$ cat src/rtl/ps2_rx_fifo_pkg.sv
// Shared types for the PS/2 receive path: the byte type and the frame FSM state.
`timescale 1ns/1ps
package ps2_rx_fifo_pkg;

    typedef logic [7:0] byte_t;

    typedef enum logic [1:0] {
        IDLE   = 2'd0,
        SHIFT  = 2'd1,
        PARITY = 2'd2,
        STOP   = 2'd3
    } ps2_state_t;

endpackage

$ cat src/rtl/ps2_rx_fifo_fifo_sync.sv
// fifo_sync: single-clock first-word fall-through FIFO with occupancy count.
// Pointers carry one extra wrap bit so full and empty are distinguishable.
// When the FIFO is empty, data_o holds the last byte that was popped.
`timescale 1ns/1ps
module fifo_sync #(
    parameter int WIDTH = 8,
    parameter int DEPTH = 8
) (
    input  logic                       clk_i,
    input  logic                       reset_ni,
    input  logic                       push_i,
    input  logic [WIDTH-1:0]           data_i,
    input  logic                       pop_i,
    output logic [WIDTH-1:0]           data_o,
    output logic                       full_o,
    output logic                       empty_o,
    output logic [$clog2(DEPTH+1)-1:0] count_o
);

    localparam int AW = $clog2(DEPTH);

    logic [WIDTH-1:0] mem_q [DEPTH];
    logic [AW:0]      wr_ptr_q, rd_ptr_q;
    logic [WIDTH-1:0] last_q;
    logic             do_push, do_pop;

    // Flag and handshake decode
    always_comb begin
        empty_o = (wr_ptr_q == rd_ptr_q);
        full_o  = (wr_ptr_q[AW] != rd_ptr_q[AW]) &&
                  (wr_ptr_q[AW-1:0] == rd_ptr_q[AW-1:0]);
        do_pop  = pop_i && !empty_o;
        // A push into a full FIFO is still accepted when a pop frees a slot the same cycle
        do_push = push_i && (!full_o || do_pop);
        count_o = wr_ptr_q - rd_ptr_q;
        data_o  = empty_o ? last_q : mem_q[rd_ptr_q[AW-1:0]];
    end

    // Storage array, written on accepted pushes (no reset needed)
    always_ff @(posedge clk_i) begin
        if (do_push) begin
            mem_q[wr_ptr_q[AW-1:0]] <= data_i;
        end
    end

    // Pointer and held-output registers
    always_ff @(posedge clk_i) begin
        if (!reset_ni) begin
            wr_ptr_q <= '0;
            rd_ptr_q <= '0;
            last_q   <= '0;
        end else begin
            if (do_push) begin
                wr_ptr_q <= wr_ptr_q + 1'b1;
            end
            if (do_pop) begin
                rd_ptr_q <= rd_ptr_q + 1'b1;
                last_q   <= mem_q[rd_ptr_q[AW-1:0]];
            end
        end
    end

endmodule

$ cat src/rtl/ps2_rx_fifo.sv
// ps2_rx_fifo: PS/2 device-to-host receiver feeding a ready/valid byte FIFO.
// Pins are synchronised (2 flops), glitch filtered, and framed by a small FSM.
// Optional build macro PS2_RX_ERR_COUNT_EN adds a saturating 16-bit error counter.
//
//   state  | meaning
//   IDLE   | waiting for a start bit (sampled 0)
//   SHIFT  | receiving 8 data bits, LSB first
//   PARITY | capturing the odd-parity bit
//   STOP   | checking stop bit and parity, then push or flag an error
`timescale 1ns/1ps
module ps2_rx_fifo
    import ps2_rx_fifo_pkg::*;
#(
    parameter int DEPTH          = 8,
    parameter int FILTER_CYCLES  = 8,
    parameter int TIMEOUT_CYCLES = 5000
) (
    input  logic                       clk_i,
    input  logic                       reset_ni,
    input  logic                       ps2_clk_async_i,
    input  logic                       ps2_data_async_i,
    output byte_t                      data_o,
    output logic                       valid_o,
    input  logic                       ready_i,
    output logic [$clog2(DEPTH+1)-1:0] count_o,
    output logic                       parity_err_o,
    output logic                       frame_err_o,
    output logic                       overflow_o
`ifdef PS2_RX_ERR_COUNT_EN
   ,output logic [15:0]                err_count_o
`endif
);

    localparam int FW = $clog2(FILTER_CYCLES) + 1;
    localparam int TW = $clog2(TIMEOUT_CYCLES) + 1;
    localparam logic [FW-1:0] FILT_LAST = FW'(FILTER_CYCLES - 1);
    localparam logic [TW-1:0] TMO_LOAD  = TW'(TIMEOUT_CYCLES - 1);

    logic [1:0]    clk_sync_q, data_sync_q;
    logic          filt_clk_q, filt_data_q;
    logic [FW-1:0] fcnt_clk_q, fcnt_data_q;
    logic          clk_flip, data_flip;
    logic          fall_q;

    ps2_state_t    state_q, state_d;
    logic [2:0]    bit_cnt_q;
    byte_t         shift_q;
    logic          par_q;
    logic [TW-1:0] tmo_q;
    logic          timeout;

    logic          push_d, perr_d, ferr_d;
    logic          push_q, perr_q, ferr_q;
    logic          fifo_full, fifo_empty, fifo_pop;

    // Two-flop synchronisers; lines idle high
    always_ff @(posedge clk_i) begin
        if (!reset_ni) begin
            clk_sync_q  <= 2'b11;
            data_sync_q <= 2'b11;
        end else begin
            clk_sync_q  <= {clk_sync_q[0], ps2_clk_async_i};
            data_sync_q <= {data_sync_q[0], ps2_data_async_i};
        end
    end

    // A filtered line flips on the FILTER_CYCLES-th consecutive differing sample
    always_comb begin
        clk_flip  = (clk_sync_q[1] != filt_clk_q) && (fcnt_clk_q == FILT_LAST);
        data_flip = (data_sync_q[1] != filt_data_q) && (fcnt_data_q == FILT_LAST);
    end

    // Glitch filters and the registered falling-edge strobe
    always_ff @(posedge clk_i) begin
        if (!reset_ni) begin
            filt_clk_q  <= 1'b1;
            filt_data_q <= 1'b1;
            fcnt_clk_q  <= '0;
            fcnt_data_q <= '0;
            fall_q      <= 1'b0;
        end else begin
            if (clk_sync_q[1] == filt_clk_q || clk_flip) fcnt_clk_q <= '0;
            else                                         fcnt_clk_q <= fcnt_clk_q + FW'(1);
            if (data_sync_q[1] == filt_data_q || data_flip) fcnt_data_q <= '0;
            else                                            fcnt_data_q <= fcnt_data_q + FW'(1);
            if (clk_flip)  filt_clk_q  <= ~filt_clk_q;
            if (data_flip) filt_data_q <= ~filt_data_q;
            // fall_q is high in the first cycle the filtered clock reads 0
            fall_q <= clk_flip && filt_clk_q;
        end
    end

    // Frame watchdog: reloads on every fall and in IDLE, expires at zero
    always_ff @(posedge clk_i) begin
        if (!reset_ni) begin
            tmo_q <= TMO_LOAD;
        end else if (fall_q || state_q == IDLE) begin
            tmo_q <= TMO_LOAD;
        end else if (tmo_q != '0) begin
            tmo_q <= tmo_q - TW'(1);
        end
    end

    // A fall in the same cycle takes priority over an expiring watchdog
    assign timeout = (state_q != IDLE) && !fall_q && (tmo_q == '0);

    // FSM state register
    always_ff @(posedge clk_i) begin
        if (!reset_ni) state_q <= IDLE;
        else           state_q <= state_d;
    end

    // FSM next-state logic, advancing only on fall_q
    always_comb begin
        state_d = state_q;
        if (fall_q) begin
            unique case (state_q)
                IDLE:    if (!filt_data_q) state_d = SHIFT;
                SHIFT:   if (bit_cnt_q == 3'd7) state_d = PARITY;
                PARITY:  state_d = STOP;
                STOP:    state_d = IDLE;
                default: state_d = IDLE;
            endcase
        end else if (timeout) begin
            state_d = IDLE;
        end
    end

    // FSM outputs: one verdict per frame, registered into pulses below
    always_comb begin
        push_d = 1'b0;
        perr_d = 1'b0;
        ferr_d = 1'b0;
        if (fall_q && state_q == STOP) begin
            if (!filt_data_q)                 ferr_d = 1'b1;
            else if (^{shift_q, par_q} != 1'b1) perr_d = 1'b1;
            else                              push_d = 1'b1;
        end else if (timeout) begin
            ferr_d = 1'b1;
        end
    end

    // Frame datapath: bit counter, shift register, parity capture
    always_ff @(posedge clk_i) begin
        if (!reset_ni) begin
            bit_cnt_q <= '0;
            shift_q   <= '0;
            par_q     <= 1'b0;
        end else if (fall_q) begin
            unique case (state_q)
                IDLE:   bit_cnt_q <= '0;
                SHIFT: begin
                    shift_q   <= {filt_data_q, shift_q[7:1]};
                    bit_cnt_q <= bit_cnt_q + 3'd1;
                end
                PARITY: par_q <= filt_data_q;
                default: ;
            endcase
        end
    end

    // Result pulses, one cycle after the stop-bit fall
    always_ff @(posedge clk_i) begin
        if (!reset_ni) begin
            push_q <= 1'b0;
            perr_q <= 1'b0;
            ferr_q <= 1'b0;
        end else begin
            push_q <= push_d;
            perr_q <= perr_d;
            ferr_q <= ferr_d;
        end
    end

    assign fifo_pop     = ready_i && !fifo_empty;
    assign valid_o      = !fifo_empty;
    assign parity_err_o = perr_q;
    assign frame_err_o  = ferr_q;
    assign overflow_o   = push_q && fifo_full && !fifo_pop;

    fifo_sync #(
        .WIDTH ($bits(byte_t)),
        .DEPTH (DEPTH)
    ) u_fifo (
        .clk_i    (clk_i),
        .reset_ni (reset_ni),
        .push_i   (push_q),
        .data_i   (shift_q),
        .pop_i    (fifo_pop),
        .data_o   (data_o),
        .full_o   (fifo_full),
        .empty_o  (fifo_empty),
        .count_o  (count_o)
    );

`ifdef PS2_RX_ERR_COUNT_EN
    logic [15:0] err_cnt_q;

    // Saturating count of all error pulses
    always_ff @(posedge clk_i) begin
        if (!reset_ni) begin
            err_cnt_q <= '0;
        end else if ((perr_q || ferr_q || overflow_o) && err_cnt_q != 16'hFFFF) begin
            err_cnt_q <= err_cnt_q + 16'd1;
        end
    end

    assign err_count_o = err_cnt_q;
`endif

endmodule

$ cat config.mk
export PLATFORM = sky130hd
export DESIGN_NAME = ps2_rx_fifo
export DESIGN_NICKNAME = d
export VERILOG_FILES = /design/src/rtl/ps2_rx_fifo_pkg.sv /design/src/rtl/ps2_rx_fifo_fifo_sync.sv /design/src/rtl/ps2_rx_fifo.sv
export SDC_FILE = /design/constraint.sdc
export NUM_CORES = 1
export LEC_CHECK = 0
export CORE_MARGIN = 3
export CORE_UTILIZATION = 40
export CTS_BUF_LIST = sky130_fd_sc_hd__clkbuf_4 sky130_fd_sc_hd__clkbuf_8
export DETAILED_ROUTE_END_ITERATION = 8
export DONT_BUFFER_PORTS = 1
export GPL_TIMING_DRIVEN = 0
export PLACE_DENSITY_LB_ADDON = 0.2
export SLEW_MARGIN = 10
export SYNTH_ARGS = -nofsm -noshare
export SYNTH_HDL_FRONTEND = slang
export SYNTH_SLANG_ARGS = --single-unit
$ cat constraint.sdc
create_clock -name clk_i -period 7.8 [get_ports clk_i]
set_clock_uncertainty 0.2 [all_clocks]
set_input_delay 1.56 -clock clk_i [delete_from_list [all_inputs] [get_ports clk_i]]
set_output_delay 1.56 -clock clk_i [all_outputs]
set_load 0.02 [all_outputs]
==> summary.txt, run 1 <==
Floorplan
  • Total die area: 0.0153 mm^2
  • Core area: 0.0134 mm^2
  • Height of the die: 124 um
  • Initial core utilization: between 40 and 50%
  • Chip width: 124 um
  • IO Pins: 21
  • Row count: 42

Logic synthesis
  • Syn Area/Cell: approximately 13 um^2
  • Synth cell types: 52
  • Mapped Area: ~0.0056 mm^2
  • Yosys top cell area share: 34.6%
  • Synthesized flop and latch total: around 130
  • Syn nets: between 400 and 500
  • Post-synth EDFFs: 64
  • Sequential area share after synthesis: approximately 58%
  • Yosys top cell by area: edfxtp_1
  • Most frequent cells after synthesis: dfxtp_1, edfxtp_1, nand2_1
  • FFs w/ async S/R, synth: 0%
  • Ys flop type: dfxtp_1
  • Count leader, synth: dfxtp_1
  • Mapped Cells: 439
  • Top cells by area, synth: edfxtp_1, dfxtp_1, mux4_1
  • Yosys warning count: 0

STA
  • Final setup viols: 0
  • Final worst-path cycle share: 55.1%
  • Setup TNS: 0 ns
  • Relative slew slack: between 20% and 30%
  • Hold Violations, Final: 0
  • Final worst slack: 3.50 ns
  • Slew Limit Fails: 0
  • RSZ-0062 raised after global routing: no
  • Post-route minimum period: 4.30 ns
  • F_max: 233 MHz
  • Worst-margin pin slew: between 1 and 1.5 ns

Worst setup path
  • Data required, critical path: slightly above 6 ns
  • Critical path's largest stage delay: 0.47 ns
  • Crit. End Element: primary output
  • CP Class: reg -> out
  • Crit-path cells: inv_1, ha_1, nand3_1, nor2_2, mux2_2
  • Max Fanout on Critical Path: 9
  • Startpoint types: flop
  • Reg2reg path depth: 6
  • Worst EP arrival: 2.54 ns
  • Slowest CP cell: dfxtp_1

Placement
  • PortBufs: 0
  • Cells after DPL: 617
  • Gpl congestion: 0.814
  • Post-detail-place hpwl: 7.17 mm
  • Dpl ws: 3.91 ns

Detailed routing
  • WL/cell: 16.0 um
  • Uppermost routed layer: met4
  • WL met2: 5.15 mm
  • Post-DR vias/cell: between 5 and 6
  • DRT iter0 DRCs: 203
  • Met1 Routed Length: 4.75 mm
  • Total length of routed wires: 10.4 mm
  • Drt pass-1 iters: 5
  • DR vias: about 3,400
  • Post-route ant nets: 0
  • # DRC: 0
  • Routed wire length on met3: ~380 um

Finish
  • # diodes: 0
  • Fillers: 1,232
  • Share of cells above drive strength 1: 14.0%
  • Final Non-Filler Cells: 649
  • Finished Core Util: a little under half
  • Synth-to-Final Area Change: 11.6%
  • Total Nets Final: 480

Clock tree
  • Clock Sinks: roughly 130
  • Post-cts repair resize count: 0
  • Setup bufs post-CTS: 0
  • CTS buffer count: 17
  • Root Buffer: clkbuf_8
  • Htree depth: 4
  • Clk_lat worst skew: 0.43 ns
  • Max Root-Sink Buffers: 2
  • CTS tree: done
  • # hold bufs at CTS: 0
  • Clk slew on worst S/H paths: 0.07 ns

Min path
  • Path category of the worst min-delay check: reg -> reg
  • Min-Delay Path Depth: 1

Global route
  • Largest net degree at the start of global routing: 17
  • Antenna violations before repair: 0
  • Via count of the first global-routing pass: 3,324
  • GR Overflow Total: 0
  • Global Route Usage Sum: around 15%
  • First-pass GRT wire length: 16.9 mm

Pwr
  • P per Cell Area: 204 mW/mm^2
  • Static leakage: 2.20 nW
  • Maximum vdd drop: about 0.15 mV

Status
  • Status: complete, no violations

Run
  • Max-cap viol count: 0
## cell usage in the layout, fill, tap and decap left out, drive strengths merged, types with 2 or more instances in the layout
| cell type | Yosys | layout |
|---|---|---|
| dfxtp | 65 | 65 |
| edfxtp | 64 | 64 |
| nand2 | 37 | 37 |
| nor2 | 35 | 35 |
| clkbuf | 11 | 29 |
| o21ai | 21 | 21 |
| inv | 16 | 17 |
| mux2 | 16 | 16 |
| mux4 | 16 | 16 |
| xnor2 | 14 | 14 |
| ha | 14 | 14 |
| xor2 | 11 | 11 |
| a21boi | 11 | 11 |
| and2 | 11 | 11 |
| nand3 | 10 | 10 |
| a21oi | 10 | 10 |
| nor3 | 10 | 10 |
| or3 | 7 | 7 |
| clkinv | 0 | 7 |
| and3 | 6 | 6 |
| nor2b | 6 | 6 |
| buf | 4 | 6 |
| nand4 | 5 | 5 |
| nand2b | 5 | 5 |
| clkinvlp | 0 | 4 |
| nor4 | 4 | 4 |
| a211oi | 3 | 3 |
| nand3b | 3 | 3 |
| mux2i | 3 | 3 |
| a31oi | 2 | 2 |
| or4 | 2 | 2 |
| a22oi | 2 | 2 |
| o311ai | 2 | 2 |
| bufinv | 0 | 2 |
| o31ai | 2 | 2 |
## state kept, by name, indices dropped and copies added, names as in the netlist, 2 cells and up, named ones only
name	flops
clk_sync_q	2
state_q	2
shift_q	8
u_fifo.rd_ptr_q	4
u_fifo.wr_ptr_q	4
tmo_q	14
bit_cnt_q	3
u_fifo.last_q	8
fcnt_clk_q	4
fcnt_data_q	4
u_fifo.mem_q	64
data_sync_q	2
## kinds of logic (layout without fill, tap and decap cells)
kind of cell             Yosys count  count (layout)  synth area share, %
flip-flops                       129             129                 58.0
AO/OA/AOI/OAI                     58              58                 6.83
buffers and inverters             31              65                 2.57
XOR/XNOR                          26              26                 4.35
multiplexers                      35              35                 11.3
adder cells (fa/ha/maj)           15              15                 3.52
AND/OR/NAND/NOR                  145             145                 13.4
## metal layers
metal,up-vias,global-route usage [%]
met1,1653,18.0
met5,-,0
met4,0,4.15
li1,1654,-
met3,12,5.00
met2,47,25.0
## worst max-delay path, delay by kind of cell, from the launching register on
kind | cells | cell delay, ns
buf+inv | 1 | 0.13
flops | 1 | 0.47
simple gates | 2 | 0.70
mux | 1 | 0.46
fa+ha+maj | 1 | 0.34
## power by group
part / leakage (nW) / switching, mW / internal (mW)
sequential: 1.12 / 0.000616 / 0.705
combinational: 0.893 / 0.00540 / 0.00292
clock: 0.188 / 0.264 / 0.286
total: 2.20 / 0.270 / 0.994
## final cells by class
cell class	count	area [um^2]	area share, %
plain buffers	15	82.6	1.33
clock buffers	18	241	3.90
clock inverters	14	143	2.30
inverters	16	60.1	0.970
multi-input cells	279	2210	35.7
flip-flops and latches	129	3220	52.0
well taps	176	220	3.55
repair buffers	2	15.0	0.242
## metrics by stage
stage          hold slack [ns]  cell area (um^2)  total power [mW]
2_1_floorplan            0.186              5550             0.726
3_3_place_gp             0.196              5770             0.729
3_5_place_dp             0.197              5810             0.729
4_1_cts                  0.214              6190              1.28
5_1_grt                  0.236              6190              1.32
6_report                 0.213              6190              1.26
## path summary, 6_finish.rpt
check	startpoint	to	slack (ns)
worst min register to register	data_sync_q[0]	data_sync_q[1]	0.21
worst max-delay path	u_fifo.wr_ptr_q[0]	data_o[3]	3.50
worst min-delay path	data_sync_q[0]	data_sync_q[1]	0.21
worst max register to register	u_fifo.wr_ptr_q[0]	u_fifo.mem_q[4][0]	4.91
Power figures use the tool's default switching activity.
==> inputs of run 2 (changes only) <==
==> constraint.sdc (replaced) <==
create_clock -name clk_i -period 3.5 [get_ports clk_i]
set_clock_uncertainty 0.2 [all_clocks]
set_input_delay 0.7 -clock clk_i [delete_from_list [all_inputs] [get_ports clk_i]]
set_output_delay 0.7 -clock clk_i [all_outputs]
set_load 0.02 [all_outputs]
==> run 2 against run 1 <==
- via count down 0.12%
- final area up 0.40%
- count of clock-buffer cells in the layout unchanged
- final cell count rose by 0.15%
- register-to-register slack worse by 4.3 ns
- largest cell class unchanged
- die area did not move
- routed wire length grew 0.25%
- highest routed layer unchanged
==> summary.txt, run 2 (synthesis gave the netlist of run 1 again) <==
Clock tree
  • CTS buffer count: 17 (unchanged)
  • Clk_lat worst skew: 0.44 ns (was 0.43 ns)
  • Max Root-Sink Buffers: 2 (unchanged)
  • Clock Sinks: 129 (unchanged)
  • CTS tree: done (unchanged)
  • Htree depth: 4 (unchanged)
  • Root Buffer: clkbuf_8 (unchanged)
  • Clk slew on worst S/H paths: 0.07 ns (about the same)
  • # hold bufs at CTS: 0 (unchanged)

Pwr
  • P per Cell Area: 453 mW/mm^2 (was 204 mW/mm^2)
  • Static leakage: 2.21 nW (was 2.20 nW)
  • Maximum vdd drop: 0.328 mV (was 0.147 mV)
  • Pwr Total: 2.82 mW (was 1.26 mW)

Worst setup path
  • Crit-path cells: inv_1, ha_1, nand3_1, nor2_4, buf_12, mux2_2 (was inv_1, ha_1, nand3_1, nor2_2, mux2_2)
  • CP Class: reg -> out (unchanged)
  • Data required, critical path: 2.60 ns (was 6.04 ns)
  • R2r setup slk: 0.59 ns (was 4.91 ns)
  • Cell class contributing the biggest share of worst-path delay: simple AND/OR/NAND/NOR gates (unchanged)
  • Max Fanout on Critical Path: 9 (unchanged)
  • CP Capture Point: data_o[3] (unchanged)
  • Crit. End Element: primary output (unchanged)
  • CP Launch Point: u_fifo.wr_ptr_q[0] (unchanged)
  • Reg2reg path depth: 6 (unchanged)
  • Buf/Inv on CP: 2 (was 1)
  • Crit. path cell count: 6 (was 5)
  • Critical path's largest stage delay: 0.47 ns (about the same)
  • Critical R2R Capture: u_fifo.mem_q[4][0] (unchanged)
  • Startpoint types: flop (unchanged)
  • Worst EP arrival: 2.40 ns (was 2.54 ns)
  • Worst r2r src: u_fifo.wr_ptr_q[0] (unchanged)
  • Slowest CP cell: dfxtp_1 (unchanged)

Detailed routing
  • DR vias: 3,362 (was 3,366)
  • Drt pass-1 iters: 4 (was 5)
  • # DRC: 0 (unchanged)
  • Post-DR vias/cell: 5.17 (was 5.19)
  • DRT iter0 DRCs: 189 (was 203)
  • Post-route ant nets: 0 (unchanged)
  • WL/cell: 16.0 um (about the same)
  • Total length of routed wires: 10.4 mm (about the same)

Placement
  • Dpl ws: 0.474 ns (was 3.91 ns)
  • Cells after DPL: 617 (unchanged)
  • PortBufs: 0 (unchanged)
  • Post-detail-place hpwl: 7.17 mm (unchanged)
  • Gpl congestion: 0.814 (unchanged)

STA
  • Final setup viols: 0 (unchanged)
  • Hold Violations, Final: 0 (unchanged)
  • F_max: 303 MHz
  • Final worst-path cycle share: between 90% and 100%
  • Post-route minimum period: 3.30 ns
  • Slew Limit Fails: 0 (unchanged)
  • Relative slew slack: 18.7% (was 20.1%)
  • Final worst slack: 0.196 ns (was 3.50 ns)
  • Setup TNS: 0 ns (unchanged)
  • Worst-margin pin slew: 1.21 ns (was 1.19 ns)
  • RSZ-0062 raised after global routing: no (unchanged)

Global route
  • Antenna violations before repair: 0 (unchanged)
  • GR Overflow Total: 0 (unchanged)
  • Via count of the first global-routing pass: 3,325 (was 3,324)
  • Largest net degree at the start of global routing: 17 (unchanged)
  • First-pass GRT wire length: 16.9 mm (about the same)
  • Global Route Usage Sum: 14.8% (about the same)

Finish
  • Fillers: 1,230 (was 1,232)
  • Largest register FFs: 64 (unchanged)
  • Commonest non-fill, non-tap cell in the layout: dfxtp_1 (unchanged)
  • Share of cells above drive strength 1: 14.1% (was 14.0%)
  • Synth-to-Final Area Change: 12.0% (was 11.6%)
  • Finished Core Util: 46.4% (was 46.2%)
  • Final Non-Filler Cells: 650 (was 649)
  • Total Nets Final: 481 (was 480)
  • # diodes: 0 (unchanged)
  • Most frequent cells in the layout: dfxtp_1, edfxtp_1, nand2_1 (unchanged)

Floorplan
  • Height of the die: 124 um (unchanged)
  • Total die area: 0.0153 mm^2 (unchanged)
  • Row count: 42 (unchanged)
  • IO Pins: 21 (unchanged)
  • Initial core utilization: 41.4% (unchanged)
  • Core area: 0.0134 mm^2 (unchanged)
  • Chip width: 124 um (unchanged)

Run
  • Max-cap viol count: 0 (unchanged)

Min path
  • Path category of the worst min-delay check: in -> reg (was reg -> reg)

Status
  • Status: complete, no violations (unchanged)
-- run 2: changes by cell type in the layout (fill, tap and decap cells not counted) --
cell / previous run / this run
buf_12: 1 / 2
nor2_2: 1 / 0
nor2_4: 0 / 1
-- run 2: how the worst min path moves through the flow --
stage / startpoint / end / slack (ns) / cells past startpoint
3_5_place_dp: data_sync_q[0] / data_sync_q[1] / 0.20 / 1
4_1_cts: ps2_clk_async_i / clk_sync_q[0] / 0.14 / 1
5_1_grt: ps2_clk_async_i / clk_sync_q[0] / 0.14 / 1
6_report: ps2_clk_async_i / clk_sync_q[0] / 0.17 / 1
2_1_floorplan: clk_sync_q[0] / clk_sync_q[1] / 0.19 / 1
3_3_place_gp: data_sync_q[0] / data_sync_q[1] / 0.20 / 1
-- run 2: metal layers --
layer	wire length [um]	vias to the layer above	global-route usage, %	part of all wire [%]
met2	5130	58	25.0	49
met3	400	11	5.00	3.8
met5	0	-	0	0
met1	4770	1637	18.0	46
met4	121	0	4.15	1.2
li1	-	1656	-	-
-- run 2: timing repair --
item                       CTS  global route
cloned                       0             0
gates resized for setup      1             0
buffers inserted             0             1
pin swaps                    0             1
setup endpoints to repair    8             8
-- run 2: report_power, final --
group | switching, mW | internal, mW | leakage, nW
clock network | 0.590 | 0.636 | 0.188
logic | 0.0120 | 0.00651 | 0.906
registers | 0.00137 | 1.57 | 1.12
-- run 2: layout make-up --
type / instances / area (um^2) / share of cell area [%]
flip-flops and latches: 129 / 3220 / 51.8
multi-input cells: 279 / 2210 / 35.6
clock buffers: 18 / 241 / 3.88
well taps: 176 / 220 / 3.54
clock inverters: 14 / 143 / 2.29
plain buffers: 15 / 82.6 / 1.33
inverters: 16 / 60.1 / 0.966
repair buffers: 3 / 35.0 / 0.563
-- run 2: stage by stage --
| stage | hold slack [ns] | cell area [um^2] |
|---|---|---|
| 6_report | 0.170 | 6220 |
| 5_1_grt | 0.138 | 6220 |
| 4_1_cts | 0.140 | 6190 |
| 3_5_place_dp | 0.197 | 5810 |
| 3_3_place_gp | 0.196 | 5770 |
| 2_1_floorplan | 0.186 | 5550 |
